### src/rtl/sel_scan_pkg.sv
// Shared types, default sizes and the lowest-set-channel helper for the select scanner.
package sel_scan_pkg;

    localparam int NCH_DEF   = 5;
    localparam int SEL_W_DEF = 3;

    typedef enum logic {
        ST_IDLE = 1'b0,
        ST_RUN  = 1'b1
    } scan_state_t;

    // Lowest set bit of a mask of up to eight channels; 0 when the mask is empty.
    function automatic logic [SEL_W_DEF-1:0] first_set(input logic [7:0] mask);
        logic [SEL_W_DEF-1:0] idx;
        idx = 3'd0;
        for (int i = 7; i >= 0; i--) begin
            if (mask[i]) begin
                idx = 3'(i);
            end
        end
        return idx;
    endfunction

endpackage

### src/rtl/sel_scan_5ch_chk.sv
// Runtime checks for the select scanner: the select must never leave the channel range.
module sel_scan_5ch_chk #(
    parameter int NCH   = 5,
    parameter int SEL_W = 3
) (
    input logic             clk_i,
    input logic             rst_ni,
    input logic [SEL_W-1:0] s_i
);

    localparam logic [SEL_W:0] NCH_W = (SEL_W + 1)'(NCH);

    // Select code must always address a real mux input.
    a_sel_in_range: assert property (@(posedge clk_i) disable iff (!rst_ni)
        ({1'b0, s_i} < NCH_W))
        else $error("select out of range: %0d", s_i);

endmodule

### src/rtl/sel_scan_5ch_next_chan_finder.sv
// Circular priority encoder: finds the next enabled channel strictly after cur_i.
module next_chan_finder
    import sel_scan_pkg::*;
#(
    parameter int NCH   = NCH_DEF,
    parameter int SEL_W = SEL_W_DEF
) (
    input  logic [NCH-1:0]   mask_i,
    input  logic [SEL_W-1:0] cur_i,
    output logic [SEL_W-1:0] nxt_o,
    output logic             found_o,
    output logic             wrapped_o
);

    // Walk offsets from far to near so the nearest enabled channel wins; offset NCH is cur itself.
    always_comb begin
        int c;
        nxt_o     = cur_i;
        found_o   = 1'b0;
        wrapped_o = 1'b0;
        for (int i = NCH; i >= 1; i--) begin
            c = int'(cur_i) + i;
            if (c >= NCH) begin
                c = c - NCH;
            end else begin
                c = c;
            end
            if ((c < NCH) && mask_i[c]) begin
                nxt_o     = SEL_W'(c);
                found_o   = 1'b1;
                wrapped_o = (c <= int'(cur_i));
            end else begin
                found_o   = found_o;
            end
        end
    end

endmodule

### src/rtl/sel_scan_5ch.sv
// Round-robin mux select sequencer with per-channel mask and programmable dwell.
// Optional override port pair enabled by defining SCAN_FORCE_EN.
module sel_scan_5ch
    import sel_scan_pkg::*;
#(
    parameter int NCH     = NCH_DEF,
    parameter int SEL_W   = SEL_W_DEF,
    parameter int DWELL_W = 8
) (
    input  logic               clk_i,
    input  logic               rst_ni,
`ifdef SCAN_FORCE_EN
    input  logic               force_valid_i,
    input  logic [SEL_W-1:0]   force_sel_i,
`endif
    input  logic               en_i,
    input  logic [NCH-1:0]     mask_i,
    input  logic [DWELL_W-1:0] dwell_i,
    output logic [SEL_W-1:0]   s_o,
    output logic               s_valid_o,
    output logic               wrap_o
);

    localparam logic [SEL_W:0] NCH_W = (SEL_W + 1)'(NCH);

    scan_state_t        state_q, state_d;
    logic [SEL_W-1:0]   s_q, s_d;
    logic               valid_q, valid_d;
    logic               wrap_q, wrap_d;
    logic [DWELL_W-1:0] cnt_q, cnt_d;
    logic [SEL_W-1:0]   nxt_s;
    logic               found_s;
    logic               wrapped_s;
    logic               run_ok_s;
`ifdef SCAN_FORCE_EN
    logic               forced_q, forced_d;
    logic               force_req_s;
`endif

    next_chan_finder #(
        .NCH   (NCH),
        .SEL_W (SEL_W)
    ) u_finder (
        .mask_i    (mask_i),
        .cur_i     (s_q),
        .nxt_o     (nxt_s),
        .found_o   (found_s),
        .wrapped_o (wrapped_s)
    );

    // found_s doubles as "mask has at least one channel set".
    assign run_ok_s = en_i && found_s;
`ifdef SCAN_FORCE_EN
    assign force_req_s = force_valid_i && ({1'b0, force_sel_i} < NCH_W);
`endif

    // Next-state and output decisions.
    always_comb begin
        state_d = state_q;
        s_d     = s_q;
        valid_d = valid_q;
        wrap_d  = 1'b0;
        cnt_d   = cnt_q;
`ifdef SCAN_FORCE_EN
        forced_d = forced_q;
        if (force_req_s) begin
            s_d      = force_sel_i;
            valid_d  = 1'b1;
            forced_d = 1'b1;
        end else if (forced_q) begin
            forced_d = 1'b0;
            if (run_ok_s) begin
                state_d = ST_RUN;
                s_d     = nxt_s;
                cnt_d   = dwell_i;
                valid_d = 1'b1;
                wrap_d  = wrapped_s;
            end else begin
                state_d = ST_IDLE;
                valid_d = 1'b0;
            end
        end else begin
`endif
        case (state_q)
            ST_IDLE: begin
                if (run_ok_s) begin
                    state_d = ST_RUN;
                    s_d     = SEL_W'(first_set(8'(mask_i)));
                    valid_d = 1'b1;
                    cnt_d   = dwell_i;
                end else begin
                    valid_d = 1'b0;
                end
            end
            ST_RUN: begin
                // Losing enable beats a pending advance; clearing the live bit cuts the dwell.
                if (!run_ok_s) begin
                    state_d = ST_IDLE;
                    valid_d = 1'b0;
                end else if ((cnt_q != {DWELL_W{1'b0}}) && mask_i[s_q]) begin
                    cnt_d = cnt_q - DWELL_W'(1);
                end else begin
                    s_d     = nxt_s;
                    cnt_d   = dwell_i;
                    valid_d = 1'b1;
                    wrap_d  = wrapped_s;
                end
            end
            default: begin
                state_d = ST_IDLE;
                valid_d = 1'b0;
            end
        endcase
`ifdef SCAN_FORCE_EN
        end
`endif
    end

    // State, counter and registered outputs.
    always_ff @(posedge clk_i or negedge rst_ni) begin
        if (!rst_ni) begin
            state_q <= ST_IDLE;
            s_q     <= {SEL_W{1'b0}};
            valid_q <= 1'b0;
            wrap_q  <= 1'b0;
            cnt_q   <= {DWELL_W{1'b0}};
`ifdef SCAN_FORCE_EN
            forced_q <= 1'b0;
`endif
        end else begin
            state_q <= state_d;
            s_q     <= s_d;
            valid_q <= valid_d;
            wrap_q  <= wrap_d;
            cnt_q   <= cnt_d;
`ifdef SCAN_FORCE_EN
            forced_q <= forced_d;
`endif
        end
    end

    assign s_o       = s_q;
    assign s_valid_o = valid_q;
    assign wrap_o    = wrap_q;

    sel_scan_5ch_chk #(
        .NCH   (NCH),
        .SEL_W (SEL_W)
    ) u_chk (
        .clk_i  (clk_i),
        .rst_ni (rst_ni),
        .s_i    (s_q)
    );

endmodule

### config.mk
export PLATFORM = sky130hd
export DESIGN_NAME = sel_scan_5ch
export DESIGN_NICKNAME = d
export VERILOG_FILES = /design/src/rtl/sel_scan_pkg.sv /design/src/rtl/sel_scan_5ch_chk.sv /design/src/rtl/sel_scan_5ch_next_chan_finder.sv /design/src/rtl/sel_scan_5ch.sv
export SDC_FILE = /design/constraint.sdc
export NUM_CORES = 1
export LEC_CHECK = 0
export BUFFER_PORTS_ARGS = -buffer_cell sky130_fd_sc_hd__buf_4
export CORE_MARGIN = 4
export CORE_UTILIZATION = 60
export DETAILED_ROUTE_END_ITERATION = 8
export GPL_TIMING_DRIVEN = 0
export PLACE_DENSITY = 0.88
export SYNTH_ARGS = -nofsm -noshare
export SYNTH_HDL_FRONTEND = slang
export SYNTH_HIERARCHICAL = 1
export SYNTH_SLANG_ARGS = --single-unit
### constraint.sdc
create_clock -name clk_i -period 12.5 [get_ports clk_i]
set_input_delay 3.125 -clock clk_i [delete_from_list [all_inputs] [get_ports clk_i]]
set_output_delay 3.125 -clock clk_i [all_outputs]
set_load 0.1 [all_outputs]
# After elaboration in Yosys (flattened, before gate mapping)
# Cells that the tools add are included.
# word_totals
ram_bits	0
latchBits	0
elab_cells	110
n_memories	0
output_inout_bits	5
mem_bits_ro	0
in_bits	16
register_bits	14
# op_classes
bitwise	1
n_mul	0
div_mod_pow	0
mux	57
addsub	11
magnitude_cmp	21
shift	0
eq_ne	5
n_reduce_logical	10
# op_table
op	count
$ge 32x4->1 const B	5
$le 32x4->1	5
$lt 32x4->1 const B	5
$lt 32x5->1 const B	5
$mux 32	5
$sub 32x4->32 const B	5
$mux 3	13
$mux 1	27
$mux 8	3
$bmux 1 s3	6
$pmux 8 s2	1
$add 3x2->4 const B	2
$add 3x3->4 const B	2
$reduce_bool 8->1	1
$sub 8x1->8 const B	1
$logic_and 1x1->1	7
$ne 6x1->1 const B	1
$pmux 3 s2	1
$add 3x1->4 const B	1
$lt 3x4->1 const B	1
$ne 2x2->1 const B	2
$reduce_and 4->1	1
$ne 3x3->1 const B	1
$ne 2x1->1 const B	1
3 further kinds	3

# Depth between registers and ports, before layout
# depth
word_depth	15
depth_mapped	20
mapped_depth_nobuf	17

# Cells and area by module
# Netlist, hierarchy kept.
# by_module_without_submodules
mod	seq_area_each_um2	cells_each	area_each_um2	instances
next_chan_finder	0.0	227	1714.1	1
sel_scan_5ch	350.3	97	842.1	1

# Least setup slack after synthesis
# OpenSTA, ideal clock, no wires.
# synth_timing
path_type	input-to-reg
from	in mask_i[2]
to	reg cnt_q[3]
t_arrival_ns	4.973
required_time_ns	12.374
stages	11
slack_ns	7.401
n_path_buf	1
setup_ns	0.126
path_cell_list	mux2i_1 > and4_1 > or4_4 > a32oi_1 > inv_1 > o2111ai_1 > nand2_1 > clkbuf_1 > nand2_1 > o21ai_0 > a311o_1
# synth_via
elab_chain_cells	12
elab_cells_between_ends	35
cone_classes	eq/ne: 2; mux: 25; reduce/logical: 8
# synth_lines
element	line_no	text
start, declared	sel_scan_5ch.sv:17	input logic [NCH-1:0] mask_i,
$bmux 1 s3	sel_scan_5ch_next_chan_finder.sv:28	if ((c < NCH) && mask_i[c]) begin
$mux 1 (not written as such) (2 in series)	sel_scan_5ch_next_chan_finder.sv:28	
$logic_and 1x1->1	sel_scan_5ch_next_chan_finder.sv:28	
$mux 1 (4 in series)	sel_scan_5ch_next_chan_finder.sv:28	
$mux 1 (*)	sel_scan_5ch_next_chan_finder.sv:28	
via found_s	sel_scan_5ch.sv:32	logic found_s;
$logic_and 1x1->1 (*)	sel_scan_5ch.sv:52	assign run_ok_s = en_i && found_s;
$ne 2x2->1 (no source line) / $ne 2x1->1 (equally long branches)	n/a	
$reduce_and 2->1 (no source line) (*)	n/a	
end signal, assigned	sel_scan_5ch.sv:126	cnt_q <= {DWELL_W{1'b0}};
end signal, assigned	sel_scan_5ch.sv:135	cnt_q <= cnt_d;
end, declared	sel_scan_5ch.sv:30	logic [DWELL_W-1:0] cnt_q, cnt_d;
# The timed path passes the listed nets; every way through them passes the cells marked *. The select of a mux whose other input is x is not followed.
# A chain may end at the register's enable or synchronous reset.

# Final worst setup path
# layout_timing
from	in mask_i[0]
to	reg s_q[0], in the netlist s_o[0]
# layout_via
elab_chain_cells	12
elab_cells_between_ends	43
cone_classes	eq/ne: 4; mux: 31; reduce/logical: 8
# layout_lines
element	line_no	text
$bmux 1 s3	sel_scan_5ch_next_chan_finder.sv:28	
$mux 1 (not written as such) (2 in series)	sel_scan_5ch_next_chan_finder.sv:28	
$logic_and 1x1->1	sel_scan_5ch_next_chan_finder.sv:28	
$mux 1 (4 in series)	sel_scan_5ch_next_chan_finder.sv:28	
$mux 1 (*)	sel_scan_5ch_next_chan_finder.sv:28	
via found_s	sel_scan_5ch.sv:32	
$logic_and 1x1->1 (*)	sel_scan_5ch.sv:52	
via run_ok_s	sel_scan_5ch.sv:34	logic run_ok_s;
$ne 2x2->1 (no source line) / $ne 2x1->1 (equally long branches)	n/a	
$reduce_and 4->1 (no source line) (*)	n/a	
end signal, assigned	sel_scan_5ch.sv:123	s_q <= {SEL_W{1'b0}};
end, declared	sel_scan_5ch.sv:27	logic [SEL_W-1:0] s_q, s_d;
# Marks and branches as above.

==> metrics.sh <==
CRITICAL_PATH_RT_NS=12.66
CTS.SINK_COUNT=14
WORST_HOLD_PATH.NUM_CELLS=2
GR-TOTAL-OVERFLOW=0
HOLD_FIX_BUFFER_COUNT_AFTER_CTS=0
NET_COUNT_SYNTH=365
FIN_CRIT_SH_PCT=44.2
INITIAL_ANTENNA_VIOLATION_COUNT=0
OUTCOME='finished clean'
FIN_WORST_SKEW_NS=0.00100
CRIT_PATH_START_KIND='primary input'
FLOORPLAN.DIE_AREA_MM2=0.00537
YS_SEQ_ELEMENTS=14
PLACEMENT.SETUP.WORST_SLACK_NS=6.81
MAX_CAP_VIOL_COUNT=0
MAXIMUM_COUNT_OF_CLOCK_BUFFERS_ALONG_A_SINGLE_PATH=2
COMPOUND_GATE_FRACTION_OF_SYNTH_AREA_PCT=33.2
CTS_MAX_LEVEL=1
LAYOUT.FILLER_CELLS=322
SIMPLE_GATE_PORTION_OF_THE_SYNTHESIZED_AREA_PCT=26.4
SYNTH-EDFF-COUNT=0
SLEW_OF_THE_PIN_WITH_THE_LOWEST_SLEW_MARGIN_NS=0.702
SETUP_VIOL=0
TNS_NS=0
SYNTHMUXAREASHARE_PCT=5.73
ANTENNADIODECOUNT=0
POST_CTS_BUFFERS=0
FIRSTDRTPASSITERS=5
TIMING.FINAL.MAX_SLEW_VIOLATIONS=0
SYNTH_TOP_FAMILY_BY_AREA='compound AO/OA/AOI/OAI gates'
FINAL_COMMON_CELL='ha_1'
DETAIL_ROUTE.DRC_VIOLATIONS=0
ROUTE.VIAS.TOTAL=2745
CTS_TREE='done'
MIN_PERIOD_NS=5.52
FIN_UTIL_PCT=69.3
WORST_SETUP_HOLD_PATH_CLK_SLEW_NS=0.05
CORE_AREA_MM2=0.00406
TRITONCTS.NUM_BUFFERS=3
SYN_AVG_CELL_AREA_UM2=7.89
CRIT_CHAIN='buf_4 > mux2i_1 > and4_1 > or4_4 > a32oi_1 > inv_1 > o2111ai_1 > nand2_1 > inv_1 > clkbuf_1 > a21oi_1 > a31oi_1'
CP_SLOWEST_CELL='a32oi_1'
MAXIMUM_NUMBER_OF_PINS_ON_ONE_NET_BEFORE_GLOBAL_ROUTE_REPAIR=18
SYN_INST=324
DRT-INITIAL-DRC-COUNT=415
R2R_CELLS=19
LAYOUT_SETUP_WS_NS=6.98
INITIAL_CELL_DENSITY_OF_THE_CORE_PCT=63.0
CHIPWIDTH_UM=73.3
CRIT_TYPE='primary input to flip-flop'
CLOCK_TREE.ROOT_CELL='clkbuf_8'
WIRE_LENGTH_OF_THE_FIRST_GLOBAL_ROUTING_PASS_MM=12.5
NUMBER_OF_NETS_IN_THE_LAYOUT=390
POST_CTS.RESIZED_INSTANCES=0
CRIT_PATH_END_KIND='flip-flop'
DRIVE_GT1_SHARE_PCT=15.6
SEQCELLAREA_UM2=350
GRTUSAGETOTAL_PCT=29.4
MOSTFREQUENTLAYOUTCELLS='ha_1 (24), nand2_1 (22), nand3_1 (22), buf_4 (22), o21ai_0 (21)'
GPL.FINAL_WEIGHTED_CONGESTION=0.929
CRIT_FANOUT=11
PLACEMENT.IO_BUFFERS=20
ENDPOINT_ARRIVAL_TIME_ON_THE_CRITICAL_PATH_NS=5.69
SYNTH.YOSYS.SEQ_AREA_SHARE_PCT=13.7
PLACEMENTROWS=23
FINAL_ROUTED_WIRE_LENGTH_DIVIDED_BY_CELL_COUNT_UM=18.3
HOLD_VIOLATIONS=0
HOLD_CRIT_PATH_TYPE='flip-flop to flip-flop'
VIAS_IN_THE_FIRST_GLOBAL_ROUTE=2624
CLOCK_LATENCY_LATE_SINK_NS=0.24
GRT_SETUP_UNREPAIRED='false'
SYN2LAYOUT_AREA_GROWTH_PCT=9.94
SYNTH_XOR_XNOR_AREA_SHARE_PCT=2.06
YS_DOMINANT_REG_CELL='dfrtp_1'
PIN_COUNT=21
CRIT_TOP_CELL='inv_1'
TOTAL_AREA_OF_MULTI_INPUT_COMBINATIONAL_CELLS_MM2=0.00204
VIASPERCELL=6.91
ROUTE.ANTENNA.REMAINING_NETS=0
SYNTH_CELL_TYPES=80
PLACE.DETAILED.HPWL_MM=5.21
DETAIL_ROUTE.WIRELENGTH_MM=7.25
WORST_SLEW_MARGIN_REL_PCT=53.2
SYN_AREA_MM2=0.00256
ASYNC_RESET_FF_SHARE_PCT=100
YOSYS.AREA_SHARE.ADDER_PCT=12.5
FLOORPLAN.DIE.HEIGHT_UM=73.3
MAX_FREQ_MHz=181
SYNTH_WARNINGS=6
MAX_STAGE_DELAY_NS=0.45
==> kinds of logic after synthesis <==
family | count (synthesis)
and+or+nand+nor | 121
xor gates and xnor gates | 6
adders and majority gates | 25
muxes | 13
AOI/OAI and AO/OA | 111
buffers and inverters | 34
DFF | 14
==> cells in the mapped netlist (all sizes together), types with 3 or more instances <==
master	instances	area share, %
o21ai	26	5.4
ha	24	12
nand2	22	3.2
nand3	22	4.3
a21oi	18	3.7
nor2	18	2.6
inv	17	2.5
dfrtp	14	14
buf	10	2.8
mux2i	9	3.5
clkbuf	7	1.0
nand2b	7	2.0
nor3	6	1.2
a21o	5	1.5
a31oi	5	1.2
nor2b	5	1.2
or3	5	1.2
a211oi	4	1.7
a22oi	4	1.2
a311o	4	1.6
and2	4	0.98
and3	4	0.98
nor3b	4	1.2
o211ai	4	1.2
o21a	4	1.2
or2	4	0.98
a2111oi	3	1.0
a21boi	3	0.88
and2b	3	0.98
mux2	3	1.3
nand3b	3	0.88
nand4	3	0.73
o21bai	3	0.88
o221ai	3	1.0
o22ai	3	1.3
or3b	3	1.0
xnor2	3	1.0
xor2	3	1.0
==> metal layers <==
layer  track usage (%)  wire, um  vias up
li1                  -         -     1290
met1              40.1      2990     1253
met2              46.0      3330      176
met3              3.15       688       26
met4              14.3       234        0
met5                 0         0        -
==> state kept, by name, summed over array words and instances (netlist names) <==
name,flops
state_q,1
cnt_q,8
s_valid_o,1
wrap_o,1
s_o,3
==> stage by stage <==
| stage | area (um^2) | hold WS (ns) | instances |
|---|---|---|---|
| CTS | 2810 | 0.506 | 397 |
| global placement | 2770 | 0.485 | 394 |
| detailed placement | 2770 | 0.492 | 394 |
| global route | 2810 | 0.567 | 397 |
| finish | 2810 | 0.501 | 397 |
| floorplan | 2560 | 0.483 | 324 |
==> area by class of cell <==
| type | count | share of cell area (%) |
|---|---|---|
| multi-input cells | 276 | 72.8 |
| inverters | 17 | 2.27 |
| well taps | 50 | 2.23 |
| clock buffers | 3 | 1.47 |
| plain buffers | 17 | 3.47 |
| flip-flops and latches | 14 | 12.5 |
| repair buffers | 20 | 5.34 |
==> worst paths after layout <==
kind,slack [ns],endpoint,from
max in group asynchronous,9.61,s_o[2]$_DFFE_PN0P_,rst_ni
worst max register to register,7.16,s_o[0]$_DFFE_PN0P_,s_o[1]$_DFFE_PN0P_
worst min-delay path,0.50,s_valid_o$_DFFE_PN0P_,s_valid_o$_DFFE_PN0P_
worst max-delay path,6.98,s_o[0]$_DFFE_PN0P_,mask_i[0]
min in group asynchronous,2.72,cnt_q[4]$_DFFE_PN0P_,rst_ni
worst min register to register,0.50,s_valid_o$_DFFE_PN0P_,s_valid_o$_DFFE_PN0P_
==> critical path, delay by kind of cell <==
family                 cells  cell delay [ns]
buffers and inverters      4             0.83
multiplexers               1             0.08
AND/OR/NAND/NOR            3             0.80
AO/OA/AOI/OAI              4             0.83
Power is not shown: default switching activity piles up to over one toggle a cycle in this logic, so the estimate is an artifact.
